File: src/rtl/integ_dump.sv
// integ_dump: integrate-and-dump decimator; sums N_eff signed samples per block, emits registered sum with a one-cycle strobe.
module integ_dump #(
  parameter int bits_in   = 16,
  parameter int bits_out  = 24,
  parameter int RATE_BITS = 8
) (
  input  logic                       clk,
  input  logic                       rst_n,
  input  logic                       enable,
  input  logic [RATE_BITS-1:0]       rate,
  input  logic signed [bits_in-1:0]  in,
  input  logic                       strobe_in,
  output logic signed [bits_out-1:0] out,
  output logic                       strobe_out
);
  typedef enum logic {IDLE, ACCUM} state_t;
  state_t                     state_q, state_d;
  logic signed [bits_out-1:0] acc_q, acc_d, out_q, out_d, sum;
  logic [RATE_BITS-1:0]       count_q, count_d, n_eff_q, n_eff_d, n_cur, count_inc;
  logic                       strobe_q, strobe_d, last;
  always_comb begin
    // The block that starts this cycle already uses the live rate
    n_cur     = (state_q == IDLE) ? rate : n_eff_q;
    count_inc = count_q + RATE_BITS'(1);
    sum       = acc_q + bits_out'(in);
    last      = count_inc == ((n_cur == '0) ? RATE_BITS'(1) : n_cur);
    state_d   = enable ? ACCUM : IDLE;
    acc_d     = acc_q;
    count_d   = count_q;
    n_eff_d   = (state_q == IDLE && enable) ? rate : n_eff_q;
    out_d     = out_q;
    strobe_d  = 1'b0;
    if (!enable) begin
      acc_d   = '0;
      count_d = '0;
    end else if (strobe_in) begin
      if (last) begin
        out_d    = sum;
        strobe_d = 1'b1;
        acc_d    = '0;
        count_d  = '0;
        n_eff_d  = rate;
      end else begin
        acc_d   = sum;
        count_d = count_inc;
      end
    end
  end
  always_ff @(posedge clk or negedge rst_n) begin
    if (!rst_n) begin
      state_q  <= IDLE;
      acc_q    <= '0;
      count_q  <= '0;
      n_eff_q  <= '0;
      out_q    <= '0;
      strobe_q <= 1'b0;
    end else begin
      state_q  <= state_d;
      acc_q    <= acc_d;
      count_q  <= count_d;
      n_eff_q  <= n_eff_d;
      out_q    <= out_d;
      strobe_q <= strobe_d;
    end
  end
  assign out        = out_q;
  assign strobe_out = strobe_q;
endmodule

File: config.mk
export PLATFORM = sky130hd
export DESIGN_NAME = integ_dump
export DESIGN_NICKNAME = d
export VERILOG_FILES = /design/src/rtl/integ_dump.sv
export SDC_FILE = /design/constraint.sdc
export NUM_CORES = 1
export LEC_CHECK = 0
export CAP_MARGIN = 20
export CORE_MARGIN = 1
export CORE_UTILIZATION = 45
export DETAILED_ROUTE_END_ITERATION = 6
export GPL_TIMING_DRIVEN = 1
export PLACE_DENSITY = 0.76
export SLEW_MARGIN = 0
export SYNTH_ARGS = -nofsm -noshare
export SYNTH_HDL_FRONTEND = slang
export SYNTH_SLANG_ARGS = --single-unit
export TNS_END_PERCENT = 50
File: constraint.sdc
create_clock -name clk -period 3.39 [get_ports clk]
set_input_delay 0.339 -clock clk [delete_from_list [all_inputs] [get_ports clk]]
set_output_delay 0.339 -clock clk [all_outputs]
set_load 0.03 [all_outputs]
== Word-level counts from Yosys, hierarchy flattened ==
Index checks and enable logic that the tools add are counted.
Cells by class
  bitwise logic cells: 1
  eq/ne operators: 2
  magnitude comparators: 0
  add/sub/neg operators: 2
  shift operators: 0
  reductions and logical operators: 3
  div/mod/pow operators: 0
  multiply operators: 0
  muxes and demuxes: 16
Operators by type and width (count)
  $mux 24: 3
  $mux 8: 9
  $add 24x16->24: 1
  $add 8x1->8 const B: 1
  $eq 8x8->1: 1
  $logic_not 8->1: 1
  $mux 1: 4
  $reduce_and 3->1: 1
  $ne 2x1->1 const B: 1
  $logic_and 1x1->1: 1
  $not 1->1: 1
Word-level totals
  memories kept: 0
  latch bits: 0
  ROM bits: 0
  output and inout bits: 25
  register bits: 66
  bits in writable memories: 0
  word-level logic and storage cells: 30
  input bits: 28

== Longest topological paths before layout ==
  word-level depth: 7
  gate-level depth with buffers: 10

== Least setup slack after synthesis ==
No wires, ideal clock.
  kind: flip-flop to flip-flop
  start point: register acc_q[15]
  end point: register out_q[22] (netlist: out[22])
  cell stages (with the launch flop): 9
  arrival: 2355 ps
  path slack: 970 ps
  path buffers: 0
  data required time: 3325 ps
  clock period less this slack: 2420 ps
  path through: dfrtp_1 ha_1 and2_1 a221o_1 a221o_1 nor2b_1 or2_2 o211ai_1 mux2_2
On the way
  cells in the longest elaborated chain, start to end: 1
Ends and longest elaborated chain
  start, declared: line 18  | logic signed [bits_out-1:0] acc_q, acc_d, out_q, out_d, sum;
  start signal, assigned: line 52  | acc_q <= '0;
  start signal, assigned: line 59  | acc_q <= acc_d;
  $add 24x16->24: line 25  | sum = acc_q + bits_out'(in);
  end signal, assigned: line 62  | out_q <= out_d;
  end, declared: line 18
No other way between the ends.
A chain may end at the register's enable or synchronous reset.

== Worst setup path in the final report ==
  start point: input in[0]
  end point: register out_q[22] (netlist: out[22])
On the way
  cells in the longest elaborated chain, start to end: 1
Ends and longest elaborated chain
  start, declared: line 11  | input logic signed [bits_in-1:0] in,
  $add 24x16->24: line 25
No other way between the ends.

==> flow_summary.json <==
{
  "status": "completed",
  "hold_path.class": "in -> async",
  "placed_cells": 602,
  "path_max_fanout": 3,
  "routabilityCongestion": 0.891,
  "ir_drop_mv": 0.202,
  "grt_pass1_wl_um": 16800,
  "fin_tns_setup_ps": 0,
  "end_kind": "register",
  "core_mm2": 0.00924,
  "wl_per_cell_um": 16.1,
  "combPwrFrac_pct": 33.6,
  "p_sw_mw": 0.824,
  "finalNetCount": 537,
  "seq_power_share_pct": 38.2,
  "fill_cells": 817,
  "syn2layout_area_growth_pct": 20.5,
  "antenna_found_initial": 0,
  "fin_skew_ps": 8.96,
  "rsz0062_at_grt": "no",
  "synth_nets": 477,
  "crit_type": "in -> reg",
  "drt_iter0_markers": 218,
  "fmax_ghz": 0.344,
  "cts_htree_levels": 3,
  "clkTransAtPathRegs_ps": 70,
  "fin_crit_ps": 2900,
  "p_sw_share_pct": 34.0,
  "power.leakage_nw": 2.32,
  "final_cell_mix": "dfrtp_1, clkdlybuf4s50_1, a21oi_1, nand2_1, ha_1",
  "cts_resized": 0,
  "synth_seq_area_share_pct": 38.4,
  "synthFlopType": "dfrtp_1",
  "cts_buffer_depth": 2,
  "critPathArrivalTime_ps": 3140,
  "num_io_pins": 53,
  "p_per_area_mw_per_mm2": 468,
  "grt_max_degree": 42,
  "maxSlewHeadroom_pct": 44.0,
  "worstMarginPinSlew_ps": 835,
  "whs_ps": 10.5,
  "dp_hpwl_um": 7010,
  "cts_tree": "yes",
  "drc": 0,
  "die_y_um": 99.8,
  "ctsHoldBuffers": 0,
  "stdcell_count": 618,
  "dp_slack_ps": 184,
  "postRouteWirelength_um": 9960,
  "layout_commonest_cell": "dfrtp_1",
  "grt_overflow": 0,
  "synthDistinctLibCells": 57,
  "hold_viol_final": 0,
  "pwr-share-clk_pct": 28.2,
  "finalWorstSetupSlack_ps": 487,
  "worstPathRequired_ps": 3630,
  "synth-edff-count": 0,
  "drive_gt1_share_pct": 14.3,
  "globalRouteTotalUtil_pct": 21.4,
  "yosysWarnings": 0,
  "ant_nets": 0,
  "root_buffer": "clkbuf_8",
  "synth_cells": 424,
  "die_x_um": 99.8,
  "cp-start-kind": "input pin",
  "dr_total_vias": 3541,
  "post_cts_buffers": 0,
  "clock_latency_ps": 350,
  "cts-buffers-inserted": 9,
  "grt_pass1_vias": 3494,
  "syn_area_mm2": 0.00431,
  "diodes": 0,
  "max-cap-violations": 0,
  "synth_async_sr_flop_share_pct": 100,
  "slew_viol_final": 0,
  "synth-seq-cells": 66,
  "finalSetupViolCount": 0,
  "initial_utilization_pct": 46.6,
  "synth_area_per_cell_um2": 10.2,
  "cts.sinks": 66,
  "die_area_mm2": 0.00996,
  "std_cell_rows": 35,
  "p_int_mw": 1.60,
  "finalCritPeriodShare_pct": 85.6,
  "vias_per_cell": 5.73,
  "place.port_buffers": 52,
  "drt_pass1_iterations": 4
}
-- Yosys cell counts, types with 2 or more instances --
cell / instances / share of area [%]
mux2_2: 13 / 3.4
a221o_1: 2 / 0.46
nand2b_1: 2 / 0.29
nor2_1: 18 / 1.6
a22o_1: 10 / 2.0
nand2_1: 37 / 3.2
nor3_1: 12 / 1.4
nor4b_1: 3 / 0.61
o21ai_0: 23 / 2.7
and3_1: 5 / 0.73
xnor2_1: 20 / 4.1
nand4_1: 3 / 0.44
buf_6: 3 / 0.78
o211ai_1: 6 / 1.0
ha_1: 24 / 7.0
nor4_1: 4 / 0.58
nand3_1: 15 / 1.7
mux2_4: 19 / 6.6
or3_1: 5 / 0.73
a211o_1: 3 / 0.61
xor2_1: 10 / 2.0
a211oi_1: 8 / 1.4
nor3_2: 2 / 0.46
and2_1: 4 / 0.58
o21a_1: 2 / 0.35
inv_1: 8 / 0.70
nand3_4: 2 / 0.81
and4_1: 3 / 0.61
or2_2: 2 / 0.29
o41ai_1: 2 / 0.41
clkbuf_1: 10 / 0.87
a21o_1: 3 / 0.52
a31oi_1: 3 / 0.44
dfrtp_1: 66 / 38
mux2i_1: 8 / 1.9
a21oi_1: 40 / 4.6
nor2b_1: 4 / 0.58
-- layout make-up --
cell class	count	area, um2	share of cell area (%)
clock buffer	12	145	2.80
clock inverter	4	51.3	0.989
inverter	9	33.8	0.651
multi-input combinational	335	2540	49.1
sequential	66	1650	31.8
tap	129	161	3.11
timing repair buffer	63	598	11.5
-- worst max-delay path, stage by stage --
cell             delay (ps)
clkdlybuf4s50_1         470
ha_1                    190
inv_1                    60
fa_1                    410
nor2b_1                 160
o21ai_0                 150
and4b_1                 270
nor4_1                  490
or2_2                   190
o211ai_1                110
mux2_2                  280
-- kinds of logic (layout without fill, tap and decap cells) --
family	after synthesis	in the layout	synth area share (%)
mux	40	40	11.9
xor+xnor	31	31	6.63
simple gates	126	126	16.0
fa+ha+maj	25	25	7.44
buf+inv	23	88	2.53
compound gates	113	113	17.1
flops	66	66	38.4
-- flip-flops by register name (all words and copies together) (netlist names) --
| name | cells |
|---|---|
| acc_q | 24 |
| strobe_out | 1 |
| out | 24 |
| n_eff_q | 8 |
| count_q | 8 |
| state_q | 1 |
-- final timing paths --
| kind | end | startpoint | slack (ps) | depth (start not counted) |
|---|---|---|---|---|
| setup / recovery | out[22] | in[0] | 490 | 11 |
| hold / removal | acc_q[16] | rst_n | 10 | 1 |
| setup reg to reg | out[22] | acc_q[0] | 600 | 10 |
| hold reg to reg | acc_q[12] | acc_q[12] | 510 | 1 |
| max in group asynchronous | acc_q[1] | rst_n | 2400 | 2 |
| min in group clk | acc_q[12] | acc_q[12] | 510 | 1 |
-- power groups by stage --
stage	sequential [mW]	clock, mW	combinational [mW]
6_report	0.927	0.683	0.815
5_1_grt	0.939	0.733	0.894
4_1_cts	0.927	0.700	0.812
3_5_place_dp	0.941	0	0.806
3_3_place_gp	0.939	0	0.790
2_1_floorplan	0.985	0	0.521
-- metrics by stage --
stage          cell area, um2  total power, mW  util, %
3_5_place_dp             4990             1.75     54.0
4_1_cts                  5190             2.44     56.1
3_3_place_gp             4990             1.73     54.0
2_1_floorplan            4310             1.51        -
5_1_grt                  5190             2.57     56.1
6_report                 5190             2.42     56.1
-- per-layer routing --
layer	part of all wire, %	GRT usage (%)
met5	0	0
met4	2.0	7.81
met3	3.6	4.04
met2	47	34.6
met1	47	28.7
Power figures use the tool's default switching activity.
